**config.mk**
```make
export PLATFORM = sky130hd
export DESIGN_NAME = gb_cpu_sequencer
export DESIGN_NICKNAME = d
export VERILOG_FILES = /design/src/rtl/gb_cpu_sequencer.sv
export SDC_FILE = /design/constraint.sdc
export NUM_CORES = 1
export LEC_CHECK = 0
export ABC_AREA = 1
export ABC_CLOCK_PERIOD_IN_PS = 3400
export CELL_PAD_IN_SITES_DETAIL_PLACEMENT = 1
export CELL_PAD_IN_SITES_GLOBAL_PLACEMENT = 2
export CORE_MARGIN = 5
export CORE_UTILIZATION = 25
export DETAILED_ROUTE_END_ITERATION = 16
export PLACE_DENSITY_LB_ADDON = 0.1
export SETUP_SLACK_MARGIN = 0.2
export SLEW_MARGIN = 25
export SYNTH_ARGS = -nofsm -noshare
export SYNTH_HDL_FRONTEND = slang
export SYNTH_SLANG_ARGS = --single-unit
```
**constraint.sdc**
```tcl
create_clock -name clk -period 3.4 [get_ports clk]
set_input_delay 0.51 -clock clk [delete_from_list [all_inputs] [get_ports clk]]
set_output_delay 0.51 -clock clk [all_outputs]
set_load 0.1 [all_outputs]
```
**src/rtl/gb_cpu_sequencer.sv**
```systemverilog
// Instruction sequencer: opcode fetch, microcode decode, M-cycle/T-state
// stepping, CB prefix, HALT and interrupt dispatch.
module gb_cpu_sequencer #(
    parameter int unsigned TSTATES_PER_MCYCLE = 4,
    parameter int unsigned IRQ_MCYCLES        = 5,
    parameter logic [7:0]  CB_OPCODE          = 8'hCB
) (
    input  logic        clk,
    input  logic        rst_n,
    output logic        mem_req,
    input  logic        mem_ack,
    input  logic [7:0]  mem_rdata,
    output logic        pc_inc,
    output logic [7:0]  opcode,
    input  logic [59:0] ctrl_word,
    output logic [59:0] exec_ctrl,
    output logic        exec_en,
    output logic [2:0]  mcycle,
    output logic [1:0]  tstate,
    output logic        cb_mode,
    input  logic        irq_pending,
    input  logic        irq_wake,
    output logic        irq_take,
    output logic        halted,
    output logic        instr_done
);

    localparam logic [1:0] T_LAST     = 2'(TSTATES_PER_MCYCLE - 1);
    localparam logic [2:0] M_IRQ_LAST = 3'(IRQ_MCYCLES - 1);

    typedef enum logic [2:0] {
        S_FETCH,
        S_DECODE,
        S_EXEC,
        S_HALT,
        S_IRQ
    } state_t;

    state_t     state;
    state_t     state_nx;
    logic       run;
    logic [2:0] cnt;
    logic [2:0] m_last;
    logic       t_wrap;
    logic       exec_last;
    logic       irq_last;
    logic       fetch_ack;
    logic       is_cb;
    logic       halt_exit;

    // A zero M-cycle count is treated as a single M-cycle
    assign cnt       = exec_ctrl[59:57];
    assign m_last    = (cnt == 3'd0) ? 3'd0 : cnt - 3'd1;
    assign t_wrap    = (tstate == T_LAST);
    assign exec_last = (state == S_EXEC) && t_wrap
                     && (mcycle == m_last);
    assign irq_last  = (state == S_IRQ) && t_wrap
                     && (mcycle == M_IRQ_LAST);
    assign fetch_ack = (state == S_FETCH) && run && mem_ack;
    assign is_cb     = (opcode == CB_OPCODE) && !cb_mode;
    assign halt_exit = (state == S_HALT) && (state_nx != S_HALT);

    always_comb begin
        state_nx   = state;
        mem_req    = 1'b0;
        exec_en    = 1'b0;
        halted     = 1'b0;
        irq_take   = 1'b0;
        instr_done = 1'b0;
        unique case (state)
            S_FETCH: begin
                mem_req = run;
                if (fetch_ack)
                    state_nx = S_DECODE;
            end
            S_DECODE: begin
                if (is_cb)
                    state_nx = S_FETCH;
                else if (ctrl_word[56])
                    state_nx = S_HALT;
                else
                    state_nx = S_EXEC;
            end
            S_EXEC: begin
                exec_en = 1'b1;
                if (exec_last) begin
                    instr_done = 1'b1;
                    state_nx   = irq_pending ? S_IRQ : S_FETCH;
                end
            end
            S_HALT: begin
                halted = 1'b1;
                if (irq_pending)
                    state_nx = S_IRQ;
                else if (irq_wake)
                    state_nx = S_FETCH;
            end
            S_IRQ: begin
                irq_take = (mcycle == 3'd0) && (tstate == 2'd0);
                if (irq_last)
                    state_nx = S_FETCH;
            end
            default: state_nx = S_FETCH;
        endcase
    end

    always_ff @(posedge clk or negedge rst_n) begin
        if (!rst_n)
            state <= S_FETCH;
        else
            state <= state_nx;
    end

    // run keeps mem_req low until the first clock after reset release
    always_ff @(posedge clk or negedge rst_n) begin
        if (!rst_n) begin
            run    <= 1'b0;
            pc_inc <= 1'b0;
            opcode <= 8'h00;
        end else begin
            run    <= 1'b1;
            pc_inc <= fetch_ack;
            if (fetch_ack)
                opcode <= mem_rdata;
        end
    end

    always_ff @(posedge clk or negedge rst_n) begin
        if (!rst_n) begin
            exec_ctrl <= '0;
            cb_mode   <= 1'b0;
        end else begin
            if (state == S_DECODE) begin
                if (is_cb)
                    cb_mode <= 1'b1;
                else
                    exec_ctrl <= ctrl_word;
            end
            if (exec_last || halt_exit || state == S_IRQ)
                cb_mode <= 1'b0;
        end
    end

    always_ff @(posedge clk or negedge rst_n) begin
        if (!rst_n) begin
            mcycle <= 3'd0;
            tstate <= 2'd0;
        end else if (state == S_EXEC || state == S_IRQ) begin
            if (t_wrap) begin
                tstate <= 2'd0;
                if (exec_last || irq_last)
                    mcycle <= 3'd0;
                else
                    mcycle <= mcycle + 3'd1;
            end else begin
                tstate <= tstate + 2'd1;
            end
        end else begin
            mcycle <= 3'd0;
            tstate <= 2'd0;
        end
    end

endmodule

```
==> impl_metrics.toml, run 1 <==
[yosys]
yosys.area.top_type = "dfrtp_1"
synth_compound_area_share_pct = 1.598
async_flop_share_pct = 100.0
yosysSeqAreaShare_pct = 57.37
post-synth-top-count-cell = "nand2_1"
yosysWarnings = 0
synthTopCellsByArea = "dfrtp_1 (57%), nand2_1 (17%), nand3_1 (9.9%)"
syn-num-nets = 473
synthAdderAreaFrac_pct = 2.179
yosys.area_share.xor_xnor_pct = 0.2542
synth_cells = 394
synthSimpleGateAreaFrac_pct = 32.06
synthesis.area_mm2 = 0.003446
synth_edf_count = 0
syn_avg_cell_area_um2 = 8.746
synth_common_cells = "nand2_1 (159), dfrtp_1 (79), nand3_1 (68)"
ys.flop_type = "dfrtp_1"
ys_types = 24
synth-seq-cells = 79
synth_top_family_by_area = "simple AND/OR/NAND/NOR gates"
synth_top_area_share_pct = 57.37
muxShareOfSynthArea_pct = 0

[run]
maxCapViolations = 0

[timing]
timing.final.crit_period_ns = 2.573
fin_setup_tns_ns = 0
fin_skew_ns = 0.005244
fmax_mhz = 388.6
period_share_pct = 75.68
relSlewSlack_pct = 30.81
worst_slew_pin_slew_ns = 1.035
finalHoldViolations = 0
grt_setup_unrepaired = "false"
setup_viol = 0
finalMaxSlewViolations = 0

[clocking]
post-cts-setup-buffers = 0
cts_hold_repair.buffers = 0
tritoncts.num_buffers = 9
htree_num_levels = 3
cts_tree = "yes"
insertion_delay_ns = 0.33
clock-sinks = 79
clockBufferDepth = 2
cts_root_buf = "clkbuf_16"
clk_pin_slew_ns = 0.06
cts.repair.resized = 0

[drt]
vias = 3140
drt_iter0_drc = 148
post_drt_wl_per_cell_um = 15.39
drc = 0
firstDrtPassIters = 4
avgViaCountPerCell = 4.343
finalWirelength_mm = 11.12
drtAntennaViolNets = 0

[worst_setup_path]
worst-path-buf-inv = 2
crit_chain = "nor2_1 -> inv_1 -> ha_1 -> nand2_1 -> nand2_1 -> nor2_1 -> nand3_1 -> nor2_2 -> buf_4"
worst_setup_path_start_kind = "flip-flop"
path_max_fanout = 6
worstReg2RegStart = "opcode[1]"
rrSetupSlack_ns = 1.22
startpoint = "exec_ctrl[57]"
crit_cells = 9
cp-end-kind = "output pin"
cp.arrival_ns = 2.06
criticalPathCategory = "flip-flop to output pin"
cp_top_family = "simple AND/OR/NAND/NOR gates"
worst_r2r_path_depth = 6
slowest_stage = "dfrtp_1"
crit_path_max_incr_delay_ns = 0.43
worst_ep_required_time_ns = 2.89

[global_routing]
grt-ovfl-total = 0
grt_usage_pct = 14.07
grt_pass1_vias = 3430
grt_max_degree = 80
antenna_found_initial = 0
grt_pass1_wl_mm = 17.86

[final_layout]
syn_to_final_growth_pct = 55.37
fin_nets = 620
drive_gt1_share_pct = 7.551
diodes = 0

[floorplanning]
die_w_um = 127.4
design.die.area_mm2 = 0.01623
initial_core_util_pct = 25.12
io_pins = 153
die_y_um = 127.4
rows = 43
coreArea_mm2 = 0.01372

[outcome]
outcome = "finished clean"

[place]
dp_hpwl_mm = 7.646
numPortBuffers = 152
place_congestion = 0.6994

[hold_path]
hp-class = "primary input to asynchronous set/reset pin"
-- cell usage in the layout (no fill, tap or decap), types with 2 or more instances in the layout --
cell type          n
nand2_2            2
inv_1             15
nor2_2             3
o21ai_0            2
clkbuf_8           2
nand2_1          159
buf_4              7
dfrtp_1           79
clkdlybuf4s50_1  146
nand3_1           68
nor2_1            13
o21ai_1            5
nand3_2            2
clkbuf_16          9
inv_2              9
ha_1               6
nand4_1            3
nor3_2             4
-- flip-flops by register name (all words and copies together) (netlist names) --
register and flops:
cb_mode 1, exec_ctrl 60, mcycle 3, opcode 8, pc_inc 1, run 1
state 3, tstate 2
-- metal layers --
metal | vias up | part of all wire, % | GRT usage [%]
li1 | 1544 | - | -
met1 | 1498 | 42 | 16.65
met2 | 86 | 48 | 23.10
met3 | 12 | 8.4 | 5.351
met4 | 0 | 1.7 | 5.489
met5 | - | 0 | 0
-- final timing paths --
kind / endpoint
max: instr_done
min: mcycle[1]
max reg2reg: state[0]
min reg2reg: exec_ctrl[24]
max in group asynchronous: exec_ctrl[17]
min in group clk: exec_ctrl[24]
-- kinds of logic (layout without fill, tap and decap cells) --
group,Yosys count,after routing
XOR/XNOR,1,1
flip-flops,79,79
AND/OR/NAND/NOR,255,255
AO/OA/AOI/OAI,10,10
adder cells (fa/ha/maj),6,6
buffers and inverters,42,191
other,1,1
-- area by class of cell --
class / count / area, µm²
inverters: 24 / 90.09
repair buffers: 154 / 1525
clock inverters: 1 / 30.03
flip-flops and latches: 79 / 1977
clock buffers: 12 / 256.5
multi-input cells: 273 / 1250
well taps: 180 / 225.2
fillers: 1613 / 8366
-- per-stage QoR --
| stage | cell area [µm²] | util [%] | cells | hold WS, ns | setup slack (ns) |
|---|---|---|---|---|---|
| global placement | 5064 | 36.91 | 710 | 0.4520 | 1.185 |
| global route | 5354 | 39.02 | 723 | 0.3055 | 0.6758 |
| finish | 5354 | 39.02 | 723 | 0.2415 | 0.8269 |
| floorplan | 3448 | - | 394 | 0.2144 | 0.3692 |
| CTS | 5354 | 39.02 | 723 | 0.2663 | 0.7842 |
| detailed placement | 5067 | 36.94 | 710 | 0.4583 | 1.140 |
Power of run 1 is left out: the tool's default activity adds up to more than one toggle a clock period on the data nets, which glitch-free logic cannot reach.
==> inputs of run 2 (changes only) <==
--- a/config.mk
+++ b/config.mk
@@ -6,11 +6,11 @@
 export NUM_CORES = 1
 export LEC_CHECK = 0
 export ABC_AREA = 1
-export ABC_CLOCK_PERIOD_IN_PS = 3400
+export ABC_CLOCK_PERIOD_IN_PS = 2600
 export CELL_PAD_IN_SITES_DETAIL_PLACEMENT = 1
 export CELL_PAD_IN_SITES_GLOBAL_PLACEMENT = 2
 export CORE_MARGIN = 5
-export CORE_UTILIZATION = 25
+export CORE_UTILIZATION = 23
 export DETAILED_ROUTE_END_ITERATION = 16
 export PLACE_DENSITY_LB_ADDON = 0.1
 export SETUP_SLACK_MARGIN = 0.2
==> constraint.sdc (replaced) <==
create_clock -name clk -period 2.6 [get_ports clk]
set_input_delay 0.39 -clock clk [delete_from_list [all_inputs] [get_ports clk]]
set_output_delay 0.39 -clock clk [all_outputs]
set_load 0.1 [all_outputs]
==> run 2 against run 1 <==
  * Flip-flop and latch count unchanged
  * Register-to-register slack worse by 0.28 ns
  * Global-route usage down 0.81 points
  * Non-clock buffer count up 1
  * Largest cell class unchanged
  * Highest routed layer unchanged
==> impl_metrics.toml, run 2 (synthesis gave the netlist of run 1 again) <==
[final_layout]
n_fill_cell = 1752
drive_gt1_share_pct = 23.03
layout_commonest_cell = "nand2_1"
final_cells = 731
final_cell_mix = "nand2_1 (159), buf_4 (82), dfrtp_1 (76), clkdlybuf4s50_1 (71), nand3_1 (68)"
utilization_pct = 35.82
diodes = 0
syn_to_final_growth_pct = 51.67
regMostFlops = "exec_ctrl"
largest_register_ff_count = 60
regArea_mm2 = 0.001981
reg_top3 = "exec_ctrl (60), opcode (8)"
multi_input_area_mm2 = 0.001267
fin_nets = 621

[floorplanning]
rows = 44
io_pins = 153
die_w_um = 132.4
design.die.area_mm2 = 0.01753
coreArea_mm2 = 0.01459
initial_core_util_pct = 23.62
die_y_um = 132.4

[timing]
finalMaxSlewViolations = 0
setup_viol = 0
timing.final.crit_period_ns = 2.194
fin_skew_ns = 0.01041
period_share_pct = 84.37
hold_slack_ns = 0.03705
finalHoldViolations = 0
relSlewSlack_pct = 50.16
grt_setup_unrepaired = "false"
worst_slew_pin_slew_ns = 0.7476
fmax_mhz = 455.9
fin_setup_tns_ns = 0

[drt]
drc = 0
vias = 3147
firstDrtPassIters = 4
finalWirelength_mm = 11.38
post_drt_wl_per_cell_um = 15.57
drt_iter0_drc = 98
drtAntennaViolNets = 0
avgViaCountPerCell = 4.305

[global_routing]
grt_pass1_wl_mm = 18.59
antenna_found_initial = 0
grt-ovfl-total = 0
grt_pass1_vias = 3490
grt_usage_pct = 13.26
grt_max_degree = 65

[run]
maxCapViolations = 0

[place]
place_congestion = 0.6863
dp_hpwl_mm = 7.883
placed_cells = 715
numPortBuffers = 152

[hold_path]
hp-class = "primary input to asynchronous set/reset pin"

[worst_setup_path]
worst_ep_required_time_ns = 2.21
worst_setup_path_start_kind = "flip-flop"
path_max_fanout = 4
rrSetupSlack_ns = 0.94
cp-end-kind = "output pin"
criticalPathCategory = "flip-flop to output pin"
cp.arrival_ns = 1.80

[clocking]
htree_num_levels = 3
clock-sinks = 79
post-cts-setup-buffers = 0
clockBufferDepth = 2
clk_pin_slew_ns = 0.06
cts_root_buf = "clkbuf_16"
tritoncts.num_buffers = 9
cts_tree = "yes"
insertion_delay_ns = 0.34

[outcome]
outcome = "finished clean"
-- run 2: cell types whose count changed in the layout (fill, tap and decap cells not counted), sizes merged --
cell,before,now
buf,8,84
clkbuf,12,10
clkdlybuf4s50,146,71
clkinv,0,5
-- run 2: layout make-up --
cell class              instances  area share [%]
clock buffers                  10           4.381
clock inverters                 6           1.197
inverters                      24           1.724
multi-input cells             273           24.25
flip-flops and latches         79           37.90
well taps                     184           4.405
repair buffers                155           26.14
-- run 2: final timing paths --
check	endpoint	cells after the start	startpoint
min	opcode[7]	1	rst_n
max in group asynchronous	opcode[6]	2	rst_n
min reg2reg	exec_ctrl[29]	2	exec_ctrl[29]
max reg2reg	exec_ctrl[59]	5	opcode[5]
min in group clk	exec_ctrl[29]	2	exec_ctrl[29]
max	instr_done	9	exec_ctrl[58]
-- run 2: through the flow --
| step | instance area (µm²) | setup slack [ns] |
|---|---|---|
| floorplan | 3465 | 0.1777 |
| global placement | 4930 | 0.6749 |
| detailed placement | 4930 | 0.6773 |
| CTS | 5221 | 0.2921 |
| global route | 5226 | 0.2414 |
| finish | 5226 | 0.4064 |
-- run 2: timing repair --
action                     CTS  global route
hold buffers                 0             0
resized for setup            0             2
setup endpoints to repair    0             1
-- run 2: worst max-delay path, stage by stage, from the launching register on --
cell and delay, ns:
dfrtp_2 0.43, nor2_2 0.15, inv_1 0.05, ha_1 0.18
nand2_1 0.07, nand2_1 0.05, nor2_2 0.10, nand3_1 0.11
nor2_4 0.14, buf_12 0.18
-- run 2: layer usage --
layer / up-vias / wire length [µm] / global-route usage (%)
met5: - / 0 / 0
met4: 0 / 119 / 3.224
met3: 10 / 1095 / 7.252
met2: 85 / 5616 / 22.74
met1: 1514 / 4547 / 14.28
li1: 1538 / - / -
Power of run 2 is left out for the same reason.
